`src/rtl/bus_pkg.sv`:
```
// Shared types and constants for the snooping bus controller.
// Latency: n/a (types only).
// Backpressure: n/a.
package bus_pkg;
  localparam int N_CPU     = 3;
  localparam int ADDR_W    = 3;
  localparam int DATA_W    = 4;
  localparam int BUS_W     = 6;
  localparam int MEM_DEPTH = 1 << ADDR_W;

  typedef enum logic [1:0] {
    OP_NONE  = 2'b00,
    OP_RMISS = 2'b01,
    OP_WMISS = 2'b10,
    OP_WB    = 2'b11
  } op_t;

  typedef enum logic [2:0] {
    IDLE,
    BCAST,
    SNOOP,
    MEM,
    RESP
  } state_t;

  typedef struct packed {
    op_t               op;
    logic [ADDR_W-1:0] addr;
    logic [DATA_W-1:0] data;
  } txn_t;

  function automatic logic [1:0] onehot_idx(logic [N_CPU-1:0] oh);
    return oh[1] ? 2'd1 : (oh[2] ? 2'd2 : 2'd0);
  endfunction
endpackage

```
`src/rtl/rr_arbiter.sv`:
```
// Round-robin pick of one requester, searching from last_grant+1 mod N_CPU.
// Latency: combinational.
// Backpressure: none; losers simply keep requesting.
module rr_arbiter
  import bus_pkg::*;
(
  input  logic [N_CPU-1:0] req,
  input  logic [1:0]       last_grant,
  output logic [N_CPU-1:0] grant
);

  logic [1:0] idx;

  function automatic logic [1:0] next_cpu(logic [1:0] c);
    return (c >= 2'(N_CPU - 1)) ? 2'd0 : c + 2'd1;
  endfunction

  always_comb begin
    grant = '0;
    idx   = next_cpu(last_grant);
    for (int k = 0; k < N_CPU; k++) begin
      if (req[idx] && grant == '0) grant[idx] = 1'b1;
      idx = next_cpu(idx);
    end
  end

endmodule

```
`src/rtl/bus_controller.sv`:
```
// Snooping bus controller: arbitrates CPU misses/write-backs against an 8x4 memory.
// Latency: ack MEM_LAT+2 edges after accept for misses, MEM_LAT edges for write-backs.
// Backpressure: one transaction at a time; other CPUs hold req until acked.
module bus_controller
  import bus_pkg::*;
#(
  parameter int MEM_LAT = 2
) (
  input  logic                    clock,
  input  logic                    reset_n,
  input  logic [N_CPU-1:0]        req,
  input  logic [2*N_CPU-1:0]      req_op,
  input  logic [ADDR_W*N_CPU-1:0] req_addr,
  input  logic [DATA_W*N_CPU-1:0] req_data,
  input  logic [N_CPU-1:0]        snoop_wb,
  input  logic [DATA_W*N_CPU-1:0] snoop_data,
  output logic [BUS_W-1:0]        bus_out,
  output logic [N_CPU-1:0]        ack,
  output logic [DATA_W-1:0]       rdata,
  output logic                    busy
);

  localparam logic [3:0] MEM_CNT_INIT = 4'(MEM_LAT - 1);

  state_t            state, state_nxt;
  txn_t              txn, new_txn;
  logic [N_CPU-1:0]  gnt, arb_grant, req_legal, flush_mask;
  logic [1:0]        last_grant;
  logic [3:0]        cnt;
  logic              flush_vld;
  logic [DATA_W-1:0] flush_dat;
  logic [DATA_W-1:0] mem [MEM_DEPTH];

  always_comb begin
    req_legal = '0;
    for (int i = 0; i < N_CPU; i++)
      req_legal[i] = req[i] && (req_op[2*i +: 2] != OP_NONE);
  end

  rr_arbiter u_arb (
    .req        (req_legal),
    .last_grant (last_grant),
    .grant      (arb_grant)
  );

  always_comb begin
    new_txn = '0;
    for (int i = 0; i < N_CPU; i++)
      if (arb_grant[i])
        new_txn = '{op:   op_t'(req_op[2*i +: 2]),
                    addr: req_addr[ADDR_W*i +: ADDR_W],
                    data: req_data[DATA_W*i +: DATA_W]};
  end

  // Requester's own flush bit is masked; descending loop lets the lowest index win.
  always_comb begin
    flush_mask = snoop_wb & ~gnt;
    flush_dat  = '0;
    for (int i = N_CPU - 1; i >= 0; i--)
      if (flush_mask[i]) flush_dat = snoop_data[DATA_W*i +: DATA_W];
  end
  assign flush_vld = |flush_mask;

  always_comb begin
    state_nxt = state;
    bus_out   = '0;
    ack       = '0;
    busy      = (state != IDLE);
    case (state)
      IDLE:  if (|arb_grant) state_nxt = (new_txn.op == OP_WB) ? MEM : BCAST;
      BCAST: begin
        bus_out   = {1'b1, txn.op, txn.addr};
        state_nxt = SNOOP;
      end
      SNOOP: state_nxt = MEM;
      MEM:   if (cnt == '0) state_nxt = RESP;
      RESP: begin
        ack       = gnt;
        state_nxt = IDLE;
      end
      default: state_nxt = IDLE;
    endcase
  end

  always_ff @(posedge clock or negedge reset_n) begin
    if (!reset_n) begin
      state      <= IDLE;
      txn        <= '0;
      gnt        <= '0;
      last_grant <= 2'd2;
      cnt        <= '0;
      rdata      <= '0;
      for (int i = 0; i < MEM_DEPTH; i++) mem[i] <= '0;
    end else begin
      state <= state_nxt;
      case (state)
        IDLE: if (|arb_grant) begin
          txn <= new_txn;
          gnt <= arb_grant;
          cnt <= MEM_CNT_INIT;
        end
        SNOOP: begin
          cnt <= MEM_CNT_INIT;
          if (flush_vld) mem[txn.addr] <= flush_dat;
        end
        MEM: begin
          if (cnt != '0) begin
            cnt <= cnt - 4'd1;
          end else if (txn.op == OP_WB) begin
            mem[txn.addr] <= txn.data;
            rdata         <= '0;
          end else begin
            rdata <= mem[txn.addr];
          end
        end
        RESP: last_grant <= onehot_idx(gnt);
        default: ;
      endcase
    end
  end

endmodule

```
`config.mk`:
```
export PLATFORM = sky130hd
export DESIGN_NAME = bus_controller
export DESIGN_NICKNAME = d
export VERILOG_FILES = /design/src/rtl/bus_pkg.sv /design/src/rtl/rr_arbiter.sv /design/src/rtl/bus_controller.sv
export SDC_FILE = /design/constraint.sdc
export NUM_CORES = 1
export LEC_CHECK = 0
export ABC_AREA = 1
export CORE_MARGIN = 1
export CORE_UTILIZATION = 46
export CTS_BUF_LIST = sky130_fd_sc_hd__clkbuf_16
export CTS_CLUSTER_DIAMETER = 120
export DETAILED_ROUTE_END_ITERATION = 8
export PLACE_DENSITY = 0.72
export SLEW_MARGIN = 20
export SYNTH_ARGS = -nofsm -noshare
export SYNTH_HDL_FRONTEND = slang
export SYNTH_SLANG_ARGS = --single-unit
```
`constraint.sdc`:
```
create_clock -name clock -period 2.64 [get_ports clock]
set_input_delay 0.528 -clock clock [delete_from_list [all_inputs] [get_ports clock]]
set_output_delay 0.528 -clock clock [all_outputs]
set_load 0.01 [all_outputs]
```
==> impl_metrics.csv <==
group,metric,value,unit
outcome,status,"finished with violations",
outcome,violations,"DRC",
final_layout,fillers,575,
floorplan,die_height,84.5,um
critical_path,cp.required,2110,ps
power,power_leakage,2.01,nW
synth,synth_largest_area_cell,"dfrtp_1",
final_layout,fin_util,64.1,%
floorplan,dieArea,7140,um2
critical_path,path_delay_family,"buffers and inverters",
synth,ys_top_cells_by_count,"nand2_1 (130), dfrtp_1 (56), inv_1 (44)",
sta,slew_violations,0,
critical_path,path_max_fanout,4,
route,vias_per_cell,5.28,
final_layout,finalNetCount,524,
critical_path,critPathKind,"flop to primary output",
route,drt-total-wl,7980,um
global_routing,antenna_found_initial,0,
clock_tree,insertion_delay,320,ps
critical_path,crit_arrival,1970,ps
final_layout,postLayoutCellArea,4140,um2
route,route.detailed.drc,2,
floorplan,initial_core_util,48.5,%
global_routing,grt_pass1_vias,2926,
synth,postSynthAreaPerCell,7.77,um2
placed_design,gp_congestion,0.834,
clock_tree,cts_buffers,9,
global_routing,grt_overflow,0,
power,p_per_area,1150,nW/um2
sta,fin_crit_sh,94.7,%
global_routing,grt.total_usage,25.2,%
floorplan,core,6460,um2
synth,seq_area_frac_synth,45.6,%
sta,max_freq,0.400,GHz
placed_design,place_area,3850,um2
sta,fin_skew,7.44,ps
sta,holdWs,210,ps
global_routing,grt_max_degree,34,
flow_run,drv_cap,0,
sta,max_slew_margin,50.0,%
global_routing,grt_pass1_wl,13800,um
clock_tree,clockBufferDepth,2,
synth,synth_async_sr_flop_share,100,%
critical_path,cp-start-kind,"flop",
sta,setup_viol,0,
synth,synthCells,403,
power,peakVddDrop,0.000696,V
synth,yosysTopAreaCellShare,44.8,%
route,wl_per_cell,14.3,um
synth,ys_ff_latch,57,
synth,synth_edf_count,0,
critical_path,rr_worst_depth,7,
sta,tns,0,ps
floorplan,fp-row-count,29,
route,vias,2940,
power,total_power,4.76,mW
critical_path,cp-startpoint,"state[1]$_DFFE_PN0P_",
synth,netlist_area,3130,um2
route,dr.pass1.iters,7,
sta,min_period,2500,ps
synth,syn_nets,452,
synth,synth.distinct_cells,37,
clock_tree,htreeDepth,3,
placed_design,hpwl,6100,um
sta,grt_setup_unrepaired,"no",
synth,yosysMostFrequentCell,"nand2_1",
critical_path,max_stage_delay,580,ps
critical_path,r2r_end,"mem[22]$_DFFE_PN0P_",
clock_tree,cts.clk_slew.worst_paths,50,ps
clock_tree,clock_sinks,57,
critical_path,cp_num_buf_inv,3,
critical_path,worstReg2RegStart,"state[1]$_DFFE_PN0P_",
synth,yosys-top-cells-area,"dfrtp_1 (45%), nand2_1 (16%), o21ai_0 (6.4%)",
final_layout,syn2layout_area_growth,32.3,%
synth,yosys_warnings,0,
critical_path,cp_slowest_cell,"clkdlybuf4s50_1",
critical_path,endpoint_kind,"primary output",
route,drt_iter0_drc,160,
floorplan,die_w,84.5,um
critical_path,path_cells,"nor3_1 -> buf_4 -> inv_1 -> nor2_1 -> clkdlybuf4s50_1",
final_layout,diodes,0,
route,drtAntennaViolNets,0,
floorplan,boundaryPins,61,
sta,final-hold-violation-count,0,
placed_design,port_buffers,60,
critical_path,r2r_slack,510,ps
hold_path,hold_class,"input port to async pin",
clock_tree,cts_tree,"built",
sta,worst_pin_slew,745,ps
clock_tree,ctsHoldBuffers,0,
final_layout,layout-drive-gt1-share,11.3,%
clock_tree,cts_root_buf,"clkbuf_16",
synth,synth-main-ff-cell,"dfrtp_1",
## per-layer routing
layer / GRT usage (%) / routed length (um)
met5: 0 / 0
met4: 8.32 / 86
met3: 5.41 / 378
met2: 41.5 / 3850
met1: 33.2 / 3670
## worst max path at each step
stage,end,slack [ps],depth (start not counted)
after floorplan,txn[7]$_DFFE_PN0P_,800,11
after global placement,txn[0]$_DFFE_PN0P_,110,13
after detailed placement,txn[3]$_DFFE_PN0P_,70,13
after CTS,bus_out[3],120,4
after global routing,ack[2],60,5
final,ack[2],140,5
## area by class of cell
| cell class | count | area (um2) | share of cell area, % |
|---|---|---|---|
| multi-input cells | 293 | 1490 | 35.9 |
| flip-flops and latches | 57 | 1430 | 34.5 |
| repair buffers | 65 | 658 | 15.9 |
| clock buffers | 9 | 225 | 5.44 |
| inverters | 49 | 186 | 4.50 |
| well taps | 77 | 96.3 | 2.33 |
| clock inverters | 7 | 61.3 | 1.48 |
## registers in the layout (all words and copies together), names as in the netlist
signal,count
mem,32
txn,9
cnt,4
rdata,4
gnt,3
state,3
last_grant,2
## layout by cell type, fill, tap and decap left out, types with 3 or more instances in the layout
master / n
nor3_1: 4
inv_2: 4
a21oi_1: 4
nand2_2: 4
nand2_1: 130
clkbuf_16: 9
o21ai_2: 7
o21ai_0: 40
clkdlybuf4s50_1: 59
buf_4: 3
nand3_1: 21
nand4_1: 10
a221oi_1: 4
inv_1: 44
dfrtp_1: 56
nand2_4: 3
nor2_1: 23
clkinv_2: 3
o2111ai_1: 4
o21ai_1: 13
nor2_2: 4
## kinds of logic (layout without fill, tap and decap cells)
kind of cell | Yosys count | in the layout | share of synthesized area [%]
DFF | 57 | 57 | 45.6
buffers and inverters | 53 | 130 | 7.03
AOI/OAI and AO/OA | 81 | 81 | 15.7
adders and majority gates | 2 | 2 | 0.799
and+or+nand+nor | 208 | 208 | 30.3
xor gates and xnor gates | 2 | 2 | 0.560
## power breakdown
group          internal (mW)  leakage (nW)  switching (mW)
Sequential              1.27         0.735           0.254
Combinational          0.769          1.13            1.37
Clock                  0.718         0.144           0.382
## per-stage QoR
step	worst slack [ps]	instances
after global placement	109	541
after detailed placement	74.1	541
after floorplan	803	403
after global routing	57.6	557
after CTS	121	557
final	139	557
## timing repair
item / CTS / global route
setup buffers: 0 / 0
hold endpoints to repair: 0 / 0
setup endpoints to repair: 0 / 3
gates resized for setup: 0 / 1
(Power assumes the default switching activity.)
